--- src/rtl/pipe_pkg.sv ---
//------------------------------------------------------------------------------
// Module : pipe_pkg
// Shared pipeline widths, NOP encoding and the fetch queue entry type.
// Rev    : 1.0  initial release
//------------------------------------------------------------------------------
`default_nettype none

package pipe_pkg;
    localparam int PC_W  = 32;
    localparam int INS_W = 32;

    // sll $0,$0,0
    localparam logic [INS_W-1:0] NOP_INST = 32'h0000_0000;

    typedef struct packed {
        logic [PC_W-1:0]  pc4;
        logic [INS_W-1:0] ins;
    } fetch_entry_t;
endpackage

`default_nettype wire

--- src/rtl/fq_storage.sv ---
//------------------------------------------------------------------------------
// Module : fq_storage
// DEPTH x 64-bit entry array: one synchronous write port, one async read port.
// Rev    : 1.0  initial release
//------------------------------------------------------------------------------
`default_nettype none

module fq_storage
    import pipe_pkg::*;
#(
    parameter int DEPTH = 4,
    parameter int AW    = $clog2(DEPTH)
) (
    input  logic         clock,
    input  logic         we,
    input  logic [AW-1:0] waddr,
    input  fetch_entry_t wdata,
    input  logic [AW-1:0] raddr,
    output fetch_entry_t rdata
);

    // Contents are intentionally not reset; readers gate on occupancy.
    fetch_entry_t mem [DEPTH];

    always_ff @(posedge clock) begin
        if (we) begin
            mem[waddr] <= wdata;
        end
    end

    assign rdata = mem[raddr];

endmodule

`default_nettype wire

--- src/rtl/pipe_fetch_queue.sv ---
//------------------------------------------------------------------------------
// Module : pipe_fetch_queue
// Instruction prefetch queue between IF and the IF/ID register; head is a NOP
// bubble when empty. Optional zero-latency path: FETCH_QUEUE_BYPASS_EN.
// Rev    : 1.0  initial release
//------------------------------------------------------------------------------
`default_nettype none

module pipe_fetch_queue #(
    parameter int          DEPTH    = 4,
    parameter logic [31:0] NOP_INST = 32'h0000_0000
) (
    input  logic                     clock,
    input  logic                     resetn,
    input  logic                     f_valid,
    input  logic [31:0]              f_ins,
    input  logic [31:0]              f_pc4,
    output logic                     f_ready,
    input  logic                     flush,
    input  logic                     wpcir,
    output logic                     q_valid,
    output logic [31:0]              q_ins,
    output logic [31:0]              q_pc4,
    output logic [$clog2(DEPTH):0]   q_count
);
    import pipe_pkg::fetch_entry_t;

    localparam int AW = $clog2(DEPTH);
    localparam int CW = AW + 1;

    logic [AW-1:0] rd_ptr;
    logic [AW-1:0] wr_ptr;
    logic [CW-1:0] count;

    fetch_entry_t head;
    fetch_entry_t wentry;
    logic         empty;
    logic         push;
    logic         store;
    logic         pop;
    logic         bypass;

    assign empty   = (count == '0);
    assign f_ready = (count != CW'(DEPTH));
    assign q_count = count;
    assign push    = f_valid & f_ready;
    assign pop     = wpcir & ~empty;
    assign wentry  = '{pc4: f_pc4, ins: f_ins};

`ifdef FETCH_QUEUE_BYPASS_EN
    // An entry consumed straight from IF in the same cycle is never written.
    assign bypass  = empty & f_valid & ~flush;
    assign store   = push & ~(bypass & wpcir);
    assign q_valid = ~empty | bypass;

    always_comb begin
        q_ins = NOP_INST;
        q_pc4 = 32'h0;
        if (bypass) begin
            q_ins = f_ins;
            q_pc4 = f_pc4;
        end else if (!empty) begin
            q_ins = head.ins;
            q_pc4 = head.pc4;
        end
    end
`else
    assign bypass  = 1'b0;
    assign store   = push;
    assign q_valid = ~empty;

    always_comb begin
        q_ins = NOP_INST;
        q_pc4 = 32'h0;
        if (!empty) begin
            q_ins = head.ins;
            q_pc4 = head.pc4;
        end
    end
`endif

    fq_storage #(
        .DEPTH (DEPTH),
        .AW    (AW)
    ) u_storage (
        .clock (clock),
        .we    (store & ~flush),
        .waddr (wr_ptr),
        .wdata (wentry),
        .raddr (rd_ptr),
        .rdata (head)
    );

    // Flush wins over any concurrent push or pop.
    always_ff @(posedge clock or negedge resetn) begin
        if (!resetn) begin
            rd_ptr <= '0;
            wr_ptr <= '0;
            count  <= '0;
        end else if (flush) begin
            rd_ptr <= '0;
            wr_ptr <= '0;
            count  <= '0;
        end else begin
            if (store) wr_ptr <= wr_ptr + 1'b1;
            if (pop)   rd_ptr <= rd_ptr + 1'b1;
            case ({store, pop})
                2'b10:   count <= count + 1'b1;
                2'b01:   count <= count - 1'b1;
                default: count <= count;
            endcase
        end
    end

endmodule

`default_nettype wire

--- config.mk ---
export PLATFORM = sky130hd
export DESIGN_NAME = pipe_fetch_queue
export DESIGN_NICKNAME = d
export VERILOG_FILES = /design/src/rtl/pipe_pkg.sv /design/src/rtl/fq_storage.sv /design/src/rtl/pipe_fetch_queue.sv
export SDC_FILE = /design/constraint.sdc
export NUM_CORES = 1
export LEC_CHECK = 0
export ABC_AREA = 1
export BUFFER_PORTS_ARGS = -buffer_cell sky130_fd_sc_hd__buf_2
export CAP_MARGIN = 5
export CORE_MARGIN = 3
export CORE_UTILIZATION = 53
export CTS_CLUSTER_SIZE = 30
export DETAILED_ROUTE_END_ITERATION = 6
export PLACE_DENSITY = 0.75
export SLEW_MARGIN = 40
export SYNTH_ARGS = -nofsm -noshare
export SYNTH_HDL_FRONTEND = slang
export SYNTH_HIERARCHICAL = 1
export SYNTH_SLANG_ARGS = --single-unit
--- constraint.sdc ---
create_clock -name clock -period 6.1 [get_ports clock]
set_input_delay 0.915 -clock clock [delete_from_list [all_inputs] [get_ports clock]]
set_output_delay 0.915 -clock clock [all_outputs]
set_load 0.1 [all_outputs]
==> run metrics, run 1 <==
status=finished, final reports clean; number of DRC markers in iteration 0=~420; Post-Syn Instances=approximately 1200; Final Cycle Share=0.665; Final Max Slew Viols=0; H-tree Lvls=1; # setup viols final=0; Post-Route WL=23300 um; slew margin rel.=0.463; final count of hold timing violations=0; Area growth syn-to-layout=14.8%; CTS tree=yes; height of the chip=approximately 160 um; syn avg cell area=roughly 10 um2; critical path class=reg2out; wire per inst=roughly 14 um; startpoint types=flip-flop; Critical Path AT=3.14 ns; vias in the first global route=~7600; critical path fanouts, max=87; global-route wire length before repair=between 30000 and 40000 um; Fin Hold WS=~0.22 ns; Post-Synthesis Cell Area=roughly 12000 um2; nets=1402; # DRC=0; Die W=~160 um; port bufs=roughly 140; WP data required=about 5.2 ns; Period minus WS final=slightly above 4 ns; Core ar.=approximately 21000 um2; Clock Pin Slew Worst Setup and Hold Paths=~0.060 ns; Worst setup EP type=output pin; max_cap viols=0; setup TNS=0 ns; CTS root buf=clkbuf_16; gpl congestion=0.742; later-pin clock latency in the skew report=0.53 ns; die area=around 24000 um2; layout cells sized above 1=0.152; via count=around 8000; unrepaired setup endpoints after global routing=no; Netlist cell types=24; Routed Antenna Nets=0; Yosys reg bits=roughly 260; Seq/Total Area, Yosys=0.668; post-place setup slack=approximately 2.4 ns; GRT overflow=0; post-route setup slack=about 2.0 ns; # fillers=about 1700; CTS buffer count=27; initial antenna violation count=4; CTS sink cnt=about 260; syn nets=1274; largest net degree at the start of global routing=between 80 and 90; HPWL Detailed=roughly 13000 um; first-pass iteration count of the detailed router=5; final core occ=0.631; post-cts repair resize count=0; Post-CTS Setup Bufs=0; commonest non-fill, non-tap cell in the layout=nand2_1; Clock Path Buffers=3; Setup Skew=roughly 0.019 ns; num rows=53; HP Class=in2async; Max Clk Rate=247 MHz; Slew @ Worst Pin=approximately 0.81 ns; synth warn=6; GR Util All Layers=0.191; via/cell ratio=4.80; starting density of the core=0.549; Post-CTS Hold Fix Bufs=0; I/O pin count=138; commonest cells after routing, fill and taps aside=nand2_1 (335), inv_1 (331), edfxtp_1 (256)
==> cell families after synthesis <==
| kind of cell | share of synthesized area |
|---|---|
| buffers and inverters | 0.133 |
| AND/OR/NAND/NOR | 0.195 |
| adder cells (fa/ha/maj) | 0.00170 |
| XOR/XNOR | 0.00149 |
| AO/OA/AOI/OAI | 0.00117 |
| flip-flops | 0.668 |
==> path summary, 6_finish.rpt <==
kind                                 start                   end  slack [ns]  cells after the start
worst min register to register   wr_ptr[0]             wr_ptr[0]        0.63                      2
worst max register to register  q_count[0]  u_storage/mem[2][33]        3.99                      7
min in group clock               f_ins[16]  u_storage/mem[1][16]        0.60                      1
max in group asynchronous           resetn             rd_ptr[0]        5.69                      1
worst max-delay path             rd_ptr[0]              q_pc4[5]        2.05                      8
worst min-delay path                resetn            q_count[1]        0.22                      1
==> worst max-delay path, cell delays in order (launching register included) <==
cell and delay (ns):
dfrtp_4 0.84, inv_6 0.41, buf_4 0.41, nand2_1 0.13, nand3_1 0.08, nand2_1 0.09, inv_1 0.05, nor2_1 0.10
buf_2 0.44
==> layer usage <==
metal / GRT usage / wire length (um) / share of wire
met1: 0.239 / 9590 / 0.41
met2: 0.339 / 11800 / 0.51
met3: 0.0362 / 1340 / 0.058
met4: 0.0580 / 467 / 0.020
met5: 0 / 46 / 0.0020
==> stage by stage <==
stage,cells,instance area [um2]
after floorplan,1204,11800
after global placement,1578,12600
after detailed placement,1578,12600
after CTS,1628,13500
after global routing,1629,13500
final,1631,13500
==> registers in the layout (all words and copies together) (netlist names) <==
register / count
q_count: 3
rd_ptr: 2
u_storage/mem: 256
wr_ptr: 2
==> cells in the mapped netlist <==
library cell,n,share of area
fa_1,1,0.0017
a21oi_2,1,0.00074
nand4_1,3,0.0016
nand2_1,335,0.11
edfxtp_1,256,0.65
xor2_1,1,0.00074
xnor2_1,1,0.00074
buf_4,16,0.010
clkbuf_1,4,0.0013
inv_1,331,0.11
dfrtp_1,7,0.015
nor2_4,1,0.00096
buf_6,5,0.0048
nand3_2,1,0.00085
buf_1,2,0.00064
nand3_1,130,0.055
inv_2,5,0.0016
a21oi_1,1,0.00042
nor3_1,5,0.0021
nor2_1,72,0.023
buf_2,21,0.0089
nand2_2,1,0.00053
nand2_4,3,0.0029
nor2_2,1,0.00053
==> layout make-up <==
cell class	count	area [um2]	area share
antenna	3	7.51	0.000556
clock buffer	33	698	0.0517
clock inverter	17	191	0.0142
inverter	336	1270	0.0937
multi-input combinational	557	2360	0.175
sequential	263	7870	0.582
tap	275	344	0.0255
timing repair buffer	147	776	0.0574
Power of run 1 is not shown: default switching activity piles up to over one toggle a cycle in this logic, so the estimate is an artifact.
==> inputs of run 2 (changes only) <==
--- a/config.mk
+++ b/config.mk
@@ -5,14 +5,14 @@
 export SDC_FILE = /design/constraint.sdc
 export NUM_CORES = 1
 export LEC_CHECK = 0
-export ABC_AREA = 1
+export ABC_AREA = 0
 export BUFFER_PORTS_ARGS = -buffer_cell sky130_fd_sc_hd__buf_2
 export CAP_MARGIN = 5
 export CORE_MARGIN = 3
-export CORE_UTILIZATION = 53
+export CORE_UTILIZATION = 57
 export CTS_CLUSTER_SIZE = 30
 export DETAILED_ROUTE_END_ITERATION = 6
-export PLACE_DENSITY = 0.75
+export PLACE_DENSITY = 0.78
 export SLEW_MARGIN = 40
 export SYNTH_ARGS = -nofsm -noshare
 export SYNTH_HDL_FRONTEND = slang
==> constraint.sdc (replaced) <==
create_clock -name clock -period 3.8 [get_ports clock]
set_input_delay 0.57 -clock clock [delete_from_list [all_inputs] [get_ports clock]]
set_output_delay 0.57 -clock clock [all_outputs]
set_load 0.1 [all_outputs]
==> run 2 against run 1 <==
Compared with the run above:
- non-clock buffer count rose by 1
- area after synthesis fell by 12%
- final cell count fell by 47%
- die area fell by 18%
- highest routed layer unchanged
- synthesized cell count fell by 61%
- routed wire length fell by 19%
- count of clock-buffer cells in the layout rose by 7
==> run metrics, run 2 <==
num rows=48; synth warn=6; max_cap viols=0; Seq/Total Area, Yosys=0.760; via/cell ratio=5.81; die area=19800 um2; Netlist cell types=40; placed instance count=a little over 800; count leader, synth=edfxtp_1; Setup Skew=approximately 0.01 ns; Post-Synth Adder-Cell Area=0.00193; global-route wire length before repair=~30000 um; CTS root buf=clkbuf_16; WP buf/inv=2; commonest cells after routing, fill and taps aside=edfxtp_1 (256), buf_2 (137), and2_1 (65); WP data required=~3.2 ns; later-pin clock latency in the skew report=roughly 0.5 ns; Post-synth top cells=edfxtp_1 (256), and2_1 (65), mux4_2 (60); Post-synth EDFFs=256; # fillers=roughly 1100; CTS sink cnt=263; layout cells sized above 1=0.403; # setup viols final=0; Worst Hold Endpoint=u_storage/mem[0][18]; Peak VDD IR=0.619 mV; number of flip-flops in the largest register=approximately 260; mux share of post-synthesis cell area=0.143; final count of hold timing violations=0; GRT overflow=0; Yosys top cell by area=edfxtp_1; HPWL Detailed=between 10000 and 15000 um; I/O pin count=138; Worst setup EP type=output pin; CP top delay family=flip-flops; largest register by flop count=u_storage/mem; startpoint types=flip-flop; CP cell instances=buf_4 -> mux4_1 -> and2_1 -> buf_2; Slew @ Worst Pin=roughly 0.68 ns; Critical Path AT=between 2 and 3 ns; post-cts repair resize count=0; slew margin rel.=0.546; complex-gate fraction of the synthesized area=0.0112; simple-gate share of the synthesized area=0.0533; H-tree Lvls=1; worst reg-to-reg setup slack=~1.3 ns; unrepaired setup endpoints after global routing=no; Area contributors post-synth=edfxtp_1 (74%), mux4_2 (13%), and2_1 (3.9%), dfrtp_1 (1.7%), buf_12 (1.2%); area share of the largest cell type after synthesis=0.743; wire per inst=21.9 um; HP Class=in2reg; Core ar.=about 18000 um2; Post-Syn Instances=470; Slowest-stage cell, CP=dfrtp_4; GR Util All Layers=0.195; initial antenna violation count=4; leading register cell type out of synthesis=edfxtp_1; critical path class=reg2out; Post-CTS Hold Fix Bufs=1; starting density of the core=0.590; critical path fanouts, max=21; slowest stage delay, CP=between 0.6 and 0.7 ns; Leak=4.16 nW; Post-Synthesis Cell Area=10300 um2; PnR Total Power=between 0.007 and 0.008 W; largest family of logic cells by synthesized area=multiplexers; port bufs=between 100 and 150; # DRC=0; vias in the first global route=around 5400; Worst Reg-to-Reg Cells=4; Period minus WS final=between 3 and 4 ns; Clock Pin Slew Worst Setup and Hold Paths=about 0.06 ns; r2r startpoint=q_count[2]; Final Max Slew Viols=0; Fin Hold WS=between 0.2 and 0.3 ns; number of DRC markers in iteration 0=approximately 310; Area growth syn-to-layout=16.5%; first-pass iteration count of the detailed router=4; setup TNS=0 ns; syn avg cell area=around 22 um2; syn nets=between 500 and 600; Routed Antenna Nets=0; Post-CTS Setup Bufs=0; CTS tree=yes; hold path start=f_ins[18]; fin cells=~860; Yosys reg bits=263; status=finished, final reports clean; Post-Route WL=19000 um; largest net degree at the start of global routing=between 60 and 70; async set-or-reset flop fraction in the synthesized netlist=0.0266; commonest non-fill, non-tap cell in the layout=edfxtp_1; CTS buffer count=26; via count=5018; Final Cycle Share=0.828; Worst Hold Depth=1; Post-Synth XOR/XNOR Area=0.00254; Max Clk Rate=about 320 MHz; Clock Path Buffers=3; Die W=141 um; height of the chip=approximately 140 um; nets=688; P per Cell Area=around 650 nW/um2; Reg2Reg Capture Point=u_storage/mem[2][43]; gpl congestion=just under 0.8
[run 2: cell count changes after synthesis, sizes merged, moves of 3 or more]
cell,change
and3b,+3
nand3,-128
and2,+65
nor2,-69
inv,-332
nor3,-3
mux4,+64
nor3b,+3
nand4,-3
nand2,-338
o21ai,+3
buf,-19
[run 2: routing by layer]
metal / global-route usage / vias to the layer above / part of all wire
li1: - / 2213 / -
met1: 0.265 / 2578 / 0.40
met2: 0.331 / 182 / 0.51
met3: 0.0448 / 39 / 0.067
met4: 0.0403 / 6 / 0.021
met5: 0 / - / 0.0023
[run 2: area by class of cell]
cell class | count | area [um2] | share of cell area
Sequential cell | 263 | 7870 | 0.653
Tap cell | 225 | 282 | 0.0233
Clock buffer | 40 | 774 | 0.0642
Multi-Input combinational cell | 175 | 2220 | 0.184
Antenna cell | 1 | 2.50 | 0.000208
Inverter | 4 | 15.0 | 0.00125
Clock inverter | 8 | 71.3 | 0.00592
Timing Repair Buffer | 148 | 821 | 0.0681
[run 2: power by group]
| part | switching [W] | internal [W] | leakage (nW) |
|---|---|---|---|
| clock | 0.000997 | 0.00147 | 0.416 |
| combinational | 0.00154 | 0.000448 | 1.33 |
| sequential | 0.0000720 | 0.00328 | 2.41 |
[run 2: kinds of logic after synthesis]
kind of cell / after synthesis
AO/OA/AOI/OAI: 16
flip-flops: 263
buffers and inverters: 32
multiplexers: 66
XOR/XNOR: 3
AND/OR/NAND/NOR: 89
adder cells (fa/ha/maj): 1
[run 2: worst reg2reg max path, cell delays in order, from the launching register on]
cell     delay [ns]
dfrtp_1        0.51
nor3b_1        0.24
nor3_1         0.38
and3b_4        0.67
buf_12         0.34
[run 2: per-stage QoR]
step | instance area (um2) | util | worst slack, ns
6_report | 12100 | 0.688 | 0.654
5_1_grt | 12100 | 0.688 | 0.482
4_1_cts | 12100 | 0.687 | 0.574
3_5_place_dp | 11200 | 0.639 | 1.09
3_3_place_gp | 11200 | 0.638 | 1.13
2_1_floorplan | 10400 | - | 0.0841
[run 2: worst max-delay path by stage]
stage,startpoint,endpoint,slack (ns),depth (start not counted)
after floorplan,q_count[1],u_storage/mem[0][0],0.08,4
after global placement,rd_ptr[0],q_ins[21],1.13,4
after CTS,rd_ptr[0],q_pc4[31],0.57,4
after global routing,rd_ptr[0],q_pc4[31],0.48,4
after detailed placement,f_valid,u_storage/mem[1][60],1.09,5
final,rd_ptr[0],q_pc4[31],0.65,4
(Power assumes the default switching activity.)
==> inputs of run 3 (changes only) <==
--- a/config.mk
+++ b/config.mk
@@ -5,11 +5,11 @@
 export SDC_FILE = /design/constraint.sdc
 export NUM_CORES = 1
 export LEC_CHECK = 0
-export ABC_AREA = 0
+export ABC_AREA = 1
 export BUFFER_PORTS_ARGS = -buffer_cell sky130_fd_sc_hd__buf_2
 export CAP_MARGIN = 5
 export CORE_MARGIN = 3
-export CORE_UTILIZATION = 57
+export CORE_UTILIZATION = 58
 export CTS_CLUSTER_SIZE = 30
 export DETAILED_ROUTE_END_ITERATION = 6
 export PLACE_DENSITY = 0.78
==> constraint.sdc (replaced) <==
create_clock -name clock -period 3 [get_ports clock]
set_input_delay 0.45 -clock clock [delete_from_list [all_inputs] [get_ports clock]]
set_output_delay 0.45 -clock clock [all_outputs]
set_load 0.1 [all_outputs]
==> run 3 against run 2 <==
Compared with the run above:
- sequential cell count did not move
- non-clock buffer count rose by 4
- core utilization rose by 5.6 points
- critical path depth rose by 4
- die area rose by 11%
- routed wire length rose by 24%
- via count rose by 59%
- sequential share of layout area fell by 12 points
- hold slack got worse by 0.11 ns
- final cell count rose by 88%
- highest routed layer unchanged
==> run metrics, run 3 (synthesis gave the netlist of run 1 again) <==
slew margin rel.=0.602; largest register by flop count=u_storage/mem; starting density of the core=0.597; Critical Path AT=2.30 ns; CTS sink cnt=approximately 260; critical path fanouts, max=33; global-route wire length before repair=38100 um; placed instance count=between 1500 and 2000; final count of hold timing violations=0; post-route setup slack=~0.25 ns; largest net degree at the start of global routing=113; nets=between 1000 and 1500; later-pin clock latency in the skew report=roughly 0.5 ns; CTS buffer count=26; Area growth syn-to-layout=24.6%; via count=approximately 8000; unrepaired setup endpoints after global routing=no; post-place setup slack=around 0.79 ns; Period minus WS final=between 2 and 3 ns; fin cells=about 1600; critical path class=reg2out; # setup viols final=0; die area=between 20000 and 25000 um2; vias in the first global route=between 8000 and 9000; first-pass iteration count of the detailed router=5; Final Max Slew Viols=0; Clock Pin Slew Worst Setup and Hold Paths=about 0.06 ns; Slew @ Worst Pin=approximately 0.6 ns; GR Util All Layers=0.215; # fillers=between 1000 and 1500; # DRC=0; commonest cells after routing, fill and taps aside=nand2_1 (334), inv_1 (330), edfxtp_1 (256); Core ar.=19700 um2; WP data required=roughly 2.6 ns; status=finished, final reports clean; layout cells sized above 1=0.202; num rows=~50; Final Cycle Share=0.915; setup TNS=0 ns; GRT overflow=0; gpl congestion=around 0.73; initial antenna violation count=6; via/cell ratio=slightly below 5; Max Clk Rate=364 MHz; max_cap viols=0; port bufs=137; startpoint types=flip-flop; HP Class=in2reg; height of the chip=about 150 um; Routed Antenna Nets=0; wire per inst=around 15 um; CTS tree=yes; number of DRC markers in iteration 0=a little over 500; final core occ=0.744; Setup Skew=approximately 0.0055 ns; Die W=between 100 and 150 um; CTS root buf=clkbuf_16; HPWL Detailed=14200 um; commonest non-fill, non-tap cell in the layout=nand2_1; post-cts repair resize count=0; H-tree Lvls=1; number of flip-flops in the largest register=around 260; I/O pin count=between 100 and 150; Clock Path Buffers=3; Post-Route WL=about 24000 um; Worst setup EP type=output pin
## run 3: what timing repair did
item	CTS	global route
hold buffers	1	0
setup buffers	0	0
endpoints found under the hold margin	7	0
## run 3: worst paths after layout
path | endpoint | cells past startpoint | from | slack, ns
hold reg to reg | q_count[0] | 3 | q_count[0] | 0.63
hold / removal | u_storage/mem[2][34] | 1 | f_pc4[2] | 0.15
max in group asynchronous | q_count[2] | 2 | resetn | 2.49
setup / recovery | q_ins[18] | 8 | rd_ptr[0] | 0.25
setup reg to reg | q_count[2] | 12 | q_count[0] | 0.91
min in group asynchronous | rd_ptr[0] | 2 | resetn | 0.32
## run 3: worst max-delay path, cell delays in order (launching register included)
cell and delay [ns]:
dfrtp_4 0.58, inv_4 0.32, buf_4 0.32, nand2_1 0.08
nand3_1 0.09, nand2_1 0.08, inv_1 0.08, nor2_2 0.05
buf_12 0.19
## run 3: final cells by class
cell class / instances / area [um2] / area share
Multi-Input combinational cell: 557 / 2570 / 0.175
Clock inverter: 17 / 76.3 / 0.00520
Timing Repair Buffer: 152 / 1850 / 0.126
Clock buffer: 30 / 687 / 0.0468
Inverter: 336 / 1270 / 0.0863
Antenna cell: 3 / 7.51 / 0.000512
Sequential cell: 263 / 7880 / 0.537
Tap cell: 265 / 332 / 0.0226
## run 3: stage by stage
step | area (um2) | hold slack, ns
2_1_floorplan | 12000 | 0.154
3_3_place_gp | 13900 | 0.296
3_5_place_dp | 13900 | 0.308
4_1_cts | 14700 | 0.142
5_1_grt | 14700 | 0.147
6_report | 14700 | 0.155
## run 3: routing by layer
metal / wire [um] / up-vias / part of all wire / global-route usage
li1: - / 3939 / - / -
met1: 9130 / 3680 / 0.39 / 0.271
met2: 12100 / 289 / 0.51 / 0.378
met3: 1780 / 52 / 0.076 / 0.0387
met4: 523 / 10 / 0.022 / 0.0697
met5: 49 / - / 0.0021 / 0
Power of run 3 is left out for the same reason.
